===== src/rtl/cordic_frame_sched.sv =====
// cordic_frame_sched: fills a ping-pong waveform buffer during vertical blanking,
// one CORDIC request per display column, and serves the displayed row per pixel.
module cordic_frame_sched #(
  parameter int                 N_COLS      = 80,
  parameter int                 COL_SHIFT   = 3,
  parameter int                 PHASE_W     = 16,
  parameter logic [PHASE_W-1:0] PHASE_STEP  = 16'd819,
  parameter logic [PHASE_W-1:0] SCROLL_STEP = 16'd256,
  parameter int                 TIMEOUT     = 63
) (
  input  logic                clk100,
  input  logic                reset,
  input  logic                vblank_start,
  input  logic [10:0]         h_cnt,
  output logic                cordic_start,
  output logic [PHASE_W-1:0]  cordic_angle,
  input  logic                cordic_done,
  input  logic signed [11:0]  cordic_val,
  output logic [8:0]          plot_row,
  output logic                frame_ready,
  output logic                err_timeout,
  output logic                err_overrun
);

  localparam int         COL_W   = $clog2(N_COLS);
  localparam int         CNT_W   = $clog2(TIMEOUT + 1);
  localparam logic [8:0] NO_PLOT = 9'd511;

  typedef enum logic [2:0] {IDLE, ISSUE, WAIT, STORE, SWAP} state_t;

  state_t                state_r;
  logic [COL_W-1:0]      col_r;
  logic [PHASE_W-1:0]    phase_r;
  logic [PHASE_W-1:0]    frame_phase_r;
  logic                  sel_r;
  logic [CNT_W-1:0]      tmo_cnt_r;
  logic signed [11:0]    val_r;
  logic [8:0]            buf_r [0:1][0:N_COLS-1];
  logic [10:0]           idx_s;

  // Screen row for a CORDIC sample: 240 - floor(val*150 / 2048), clamped to the visible 0..479.
  function automatic logic [8:0] calc_row(input logic signed [11:0] val);
    logic signed [19:0] prod;
    logic signed [19:0] row;
    prod = $signed({{8{val[11]}}, val}) * 20'sd150;
    row  = 20'sd240 - (prod >>> 11);
    if (row < 20'sd0) begin
      calc_row = 9'd0;
    end else if (row > 20'sd479) begin
      calc_row = 9'd479;
    end else begin
      calc_row = row[8:0];
    end
  endfunction

  assign idx_s = h_cnt >> COL_SHIFT;

  // Fill sequencer: request, wait, store per column, then swap buffers at the end of the frame.
  always_ff @(posedge clk100) begin
    if (reset) begin
      state_r       <= IDLE;
      col_r         <= '0;
      phase_r       <= '0;
      frame_phase_r <= '0;
      sel_r         <= 1'b0;
      tmo_cnt_r     <= '0;
      val_r         <= '0;
      cordic_start  <= 1'b0;
      cordic_angle  <= '0;
      frame_ready   <= 1'b0;
      err_timeout   <= 1'b0;
      err_overrun   <= 1'b0;
      for (int b = 0; b < 2; b++) begin
        for (int c = 0; c < N_COLS; c++) begin
          buf_r[b][c] <= NO_PLOT;
        end
      end
    end else begin
      cordic_start <= 1'b0;
      frame_ready  <= 1'b0;
      // A new vblank while busy is only flagged; the running fill is left alone.
      if (vblank_start && (state_r != IDLE)) begin
        err_overrun <= 1'b1;
      end
      case (state_r)
        IDLE: begin
          if (vblank_start) begin
            col_r   <= '0;
            phase_r <= frame_phase_r;
            state_r <= ISSUE;
          end
        end
        ISSUE: begin
          cordic_start <= 1'b1;
          cordic_angle <= phase_r;
          tmo_cnt_r    <= '0;
          state_r      <= WAIT;
        end
        WAIT: begin
          // A done in the same cycle as the timeout takes priority.
          if (cordic_done) begin
            val_r   <= cordic_val;
            state_r <= STORE;
          end else if (tmo_cnt_r == CNT_W'(TIMEOUT)) begin
            val_r       <= '0;
            err_timeout <= 1'b1;
            state_r     <= STORE;
          end else begin
            tmo_cnt_r <= tmo_cnt_r + CNT_W'(1);
          end
        end
        STORE: begin
          buf_r[~sel_r][col_r] <= calc_row(val_r);
          if (col_r == COL_W'(N_COLS - 1)) begin
            frame_ready <= 1'b1;
            state_r     <= SWAP;
          end else begin
            col_r   <= col_r + COL_W'(1);
            phase_r <= phase_r + PHASE_STEP;
            state_r <= ISSUE;
          end
        end
        SWAP: begin
          sel_r         <= ~sel_r;
          frame_phase_r <= frame_phase_r + SCROLL_STEP;
          state_r       <= IDLE;
        end
        default: begin
          state_r <= IDLE;
        end
      endcase
    end
  end

  // Readout of the display buffer for the column under the beam; off-waveform columns show nothing.
  always_ff @(posedge clk100) begin
    if (reset) begin
      plot_row <= NO_PLOT;
    end else if (idx_s < 11'(N_COLS)) begin
      plot_row <= buf_r[sel_r][idx_s[COL_W-1:0]];
    end else begin
      plot_row <= NO_PLOT;
    end
  end

endmodule


===== config.mk =====
export PLATFORM = sky130hd
export DESIGN_NAME = cordic_frame_sched
export DESIGN_NICKNAME = d
export VERILOG_FILES = /design/src/rtl/cordic_frame_sched.sv
export SDC_FILE = /design/constraint.sdc
export NUM_CORES = 2
export LEC_CHECK = 0
export CAP_MARGIN = 10
export CORE_MARGIN = 4
export CORE_UTILIZATION = 55
export DETAILED_ROUTE_END_ITERATION = 8
export PLACE_DENSITY = 0.71
export SYNTH_ARGS = -nofsm -noshare
export SYNTH_HDL_FRONTEND = slang
export SYNTH_SLANG_ARGS = --single-unit

===== constraint.sdc =====
create_clock -name clk100 -period 7.2 [get_ports clk100]
set_input_delay 0.72 -clock clk100 [delete_from_list [all_inputs] [get_ports clk100]]
set_output_delay 0.72 -clock clk100 [all_outputs]
set_load 0.05 [all_outputs]

==> reports/results.txt <==
Fillers: 8,072
Clock power frac: 0.379
clock slew seen by the registers of the worst setup and hold paths: 60 ps
DRC violations left: 0
post-synth top area cell: edfxtp_1
Die W: 351 µm
Syn Std Cell Area: 64,700 µm²
worst vdd rail ir drop: 0.406 mV
Net Sw Frac: 0.255
Cell Pwr Density: 275 nW/µm²
cell family with most CP delay: compound AO/OA/AOI/OAI gates
Overflow after GRT: 0
Period Utilization, post-route: 0.940
gpl congestion: 0.880
largest net degree at the start of global routing: 97
worst-path maximum fanout: 62
Routed Antenna Nets: 0
reported max-cap violation count: 0
Psw: 0.00508 W
syn_nets: 3,966
port buffer count: 52
post-DP HPWL: 101,000 µm
CP arrival: 7200 ps
Yosys warning count: 0
dpl ws: 447 ps
share of the yosys chip area belonging to registers: 0.694
htree depth: 4
Setup TNS Final: 0 ps
drt first-iter violations: 5,334
setup ws final: 430 ps
Root Driver: clkbuf_16
Comb pwr share: 0.116
worst path cell trace: ha_1 > fa_1 > inv_1 > fa_1 > inv_1 > ha_1 > o21a_1 > a21oi_1 > a21bo_1 > a211o_1 > nand2_1 > ha_1 > inv_1 > a2111oi_1 > and3b_1 > nand4_1 > a32oi_4 > o21ai_4 > buf_4 > nand2_1
Die Y: 351 µm
CP max stage delay: 860 ps
diode count: 0
final setup violation count: 0
Vias/cell: 6.51
Mapped Cells: 3,870
Worst Path Buf+Inv: 4
io pins: 56
ys async rst share: 0
per-cell routed wire length: 29.8 µm
clock sink total: 1,523
FP Rows: 125
Final Util: 0.622
Avg Inst Size Synth: 16.7 µm²
CP startpoint kind: flip-flop
DR vias: 36,700
first-pass GRT wire length: 250,000 µm
Nets: 4,082
post_cts resized: 0
Post-synth top flop: edfxtp_1
Worst EP required: 7630 ps
CP max stage cell: buf_4
fmax: 148 MHz
TritonCTS Buffers: 149
Longest Clk Path Bufs: 3
Seq pwr share: 0.505
Fin Hold WS: 361 ps
routed wire length: 168,000 µm
number of synthesized flops with an enable pin: 1,440
crit end category: flip-flop
hold buffer count at CTS: 0
Clock Latency Late Sink: 750 ps
worst setup path class: reg -> reg
post-CTS setup buffers: 0
post-synth cell types: 68
top-area cell type share of the netlist area: 0.668
number of global-route vias before repair: 36,900
unrepaired setup endpoints after global routing: no
layout cell share with drive strength beyond 1: 0.216
endpoints failing hold: 0
clk_skew: 25.1 ps
main area contributors after synthesis: edfxtp_1 67%, mux4_2 16%, nand2_1 5.1%, dfxtp_1 2.6%, clkbuf_1 1.2%
number of iterations in the first detailed-routing pass: 6
LEAKAGE: 20.8 nW
area grow syn2layout: 12.1%
CTS tree: yes
worst slew pin tran: 1190 ps
total track usage: 0.280
fin crit period: 6770 ps
worst min path class: in -> reg
Slew HR: 0.208
Power Internal: 0.0148 W
flop-to-flop setup slack: 430 ps
status: finished, final reports clean
Seq cells post-synth: 1,523
core area: 117,000 µm²
antenna violations before repair: 7
die area: 123,000 µm²
Max Slew Vio Count: 0
initial core utilization: 0.555
[worst reg2reg max path: stages (launching register included)]
cell,delay (ps)
dfxtp_1,440
ha_1,300
fa_1,530
inv_1,50
fa_1,530
inv_1,50
ha_1,370
o21a_1,210
a21oi_1,240
a21bo_1,280
a211o_1,340
nand2_1,80
ha_1,170
inv_1,50
a2111oi_1,840
and3b_1,270
nand4_1,130
a32oi_4,230
o21ai_4,270
buf_4,860
nand2_1,200
[cell usage in the layout, fill, tap and decap left out, drive strengths merged, types with 7 or more instances in the layout]
cell type | Yosys | routed
nor2b | 7 | 7
o31ai | 34 | 34
nand2 | 880 | 880
a21oi | 34 | 34
nor2 | 168 | 168
clkinv | 1 | 52
clkbuf | 207 | 203
o21ai | 104 | 104
nand4 | 15 | 15
fa | 20 | 20
nand2b | 7 | 7
mux4 | 468 | 468
edfxtp | 1440 | 1440
xnor2 | 10 | 10
xor2 | 20 | 20
o221ai | 14 | 14
clkdlybuf4s50 | 0 | 47
mux2i | 26 | 26
nand3 | 22 | 22
nor3 | 16 | 16
a22o | 16 | 16
inv | 51 | 61
a22oi | 15 | 15
dfxtp | 83 | 83
buf | 63 | 188
ha | 49 | 49
bufinv | 0 | 8
and2 | 11 | 11
o211ai | 8 | 8
[sequential cells by signal, indices dropped and copies added (netlist names), 6 cells and up, named ones only]
signal and flops:
col_r 7, cordic_angle 16, tmo_cnt_r 6, val_r 12, phase_r 16, buf_r 1440, frame_phase_r 8, plot_row 9
[logic make-up (layout without fill, tap and decap cells)]
group / after synthesis / count (layout) / share of synthesized area
and+or+nand+nor: 1164 / 1164 / 0.0720
adders and majority gates: 69 / 69 / 0.0157
buffers and inverters: 322 / 561 / 0.0199
muxes: 494 / 494 / 0.167
AOI/OAI and AO/OA: 268 / 268 / 0.0273
DFF: 1523 / 1523 / 0.694
xor gates and xnor gates: 30 / 30 / 0.00406
[routing by layer]
metal | track usage | vias up | wire (µm)
li1 | - | 15200 | -
met1 | 0.399 | 18900 | 63500
met2 | 0.431 | 2158 | 79000
met3 | 0.0655 | 324 | 18900
met4 | 0.0976 | 8 | 6320
met5 | 0 | - | 46
[area by class of cell]
cell class                      instances  area [µm²]  area share
Inverter                               52         200     0.00276
Timing Repair Buffer                  235        2180      0.0300
Multi-Input combinational cell       2025       18700       0.257
Clock buffer                          203        4070      0.0561
Clock inverter                         71         592     0.00816
Sequential cell                      1523       44900       0.619
Tap cell                             1524        1910      0.0263
[cell usage after synthesis (14+ instances only)]
library cell and count:
nand4_1 15, nand3_1 22, dfxtp_1 83, nor3_1 16, o221ai_1 14, ha_1 49
nor2_1 168, buf_1 44, a22o_1 16, mux2i_1 26, nand2_1 880, a21oi_1 34
a22oi_1 15, o31ai_1 34, o21ai_0 97, fa_1 20, inv_1 51, edfxtp_1 1440
mux4_2 468, clkbuf_1 207, xor2_1 20
[stage by stage]
step / std cells / cell area [µm²] / power [W]
global route: 5633 / 72500 / 0.0205
global placement: 5359 / 67900 / 0.0125
floorplan: 3870 / 64700 / 0.0115
finish: 5633 / 72500 / 0.0199
detailed placement: 5359 / 67900 / 0.0125
CTS: 5633 / 72500 / 0.0200
[worst paths after layout]
check                           startpoint                          end  cells after the start
setup / recovery     val_r[5]$_SDFFE_PP0P_  buf_r[0][434]$_SDFFCE_PN1P_                     20
hold / removal                       reset     err_overrun$_SDFFE_PP0P_                      3
setup reg to reg     val_r[5]$_SDFFE_PP0P_  buf_r[0][434]$_SDFFCE_PN1P_                     20
hold reg to reg   err_overrun$_SDFFE_PP0P_     err_overrun$_SDFFE_PP0P_                      1
[power groups by stage]
stage | Sequential, W | Clock, W | Combinational [W]
2_1_floorplan | 0.0102 | 0 | 0.00126
3_3_place_gp | 0.0102 | 0 | 0.00224
3_5_place_dp | 0.0102 | 0 | 0.00227
4_1_cts | 0.0101 | 0.00763 | 0.00228
5_1_grt | 0.0101 | 0.00803 | 0.00240
6_report | 0.0101 | 0.00756 | 0.00231
No activity file was read; power rests on OpenSTA's default activity.
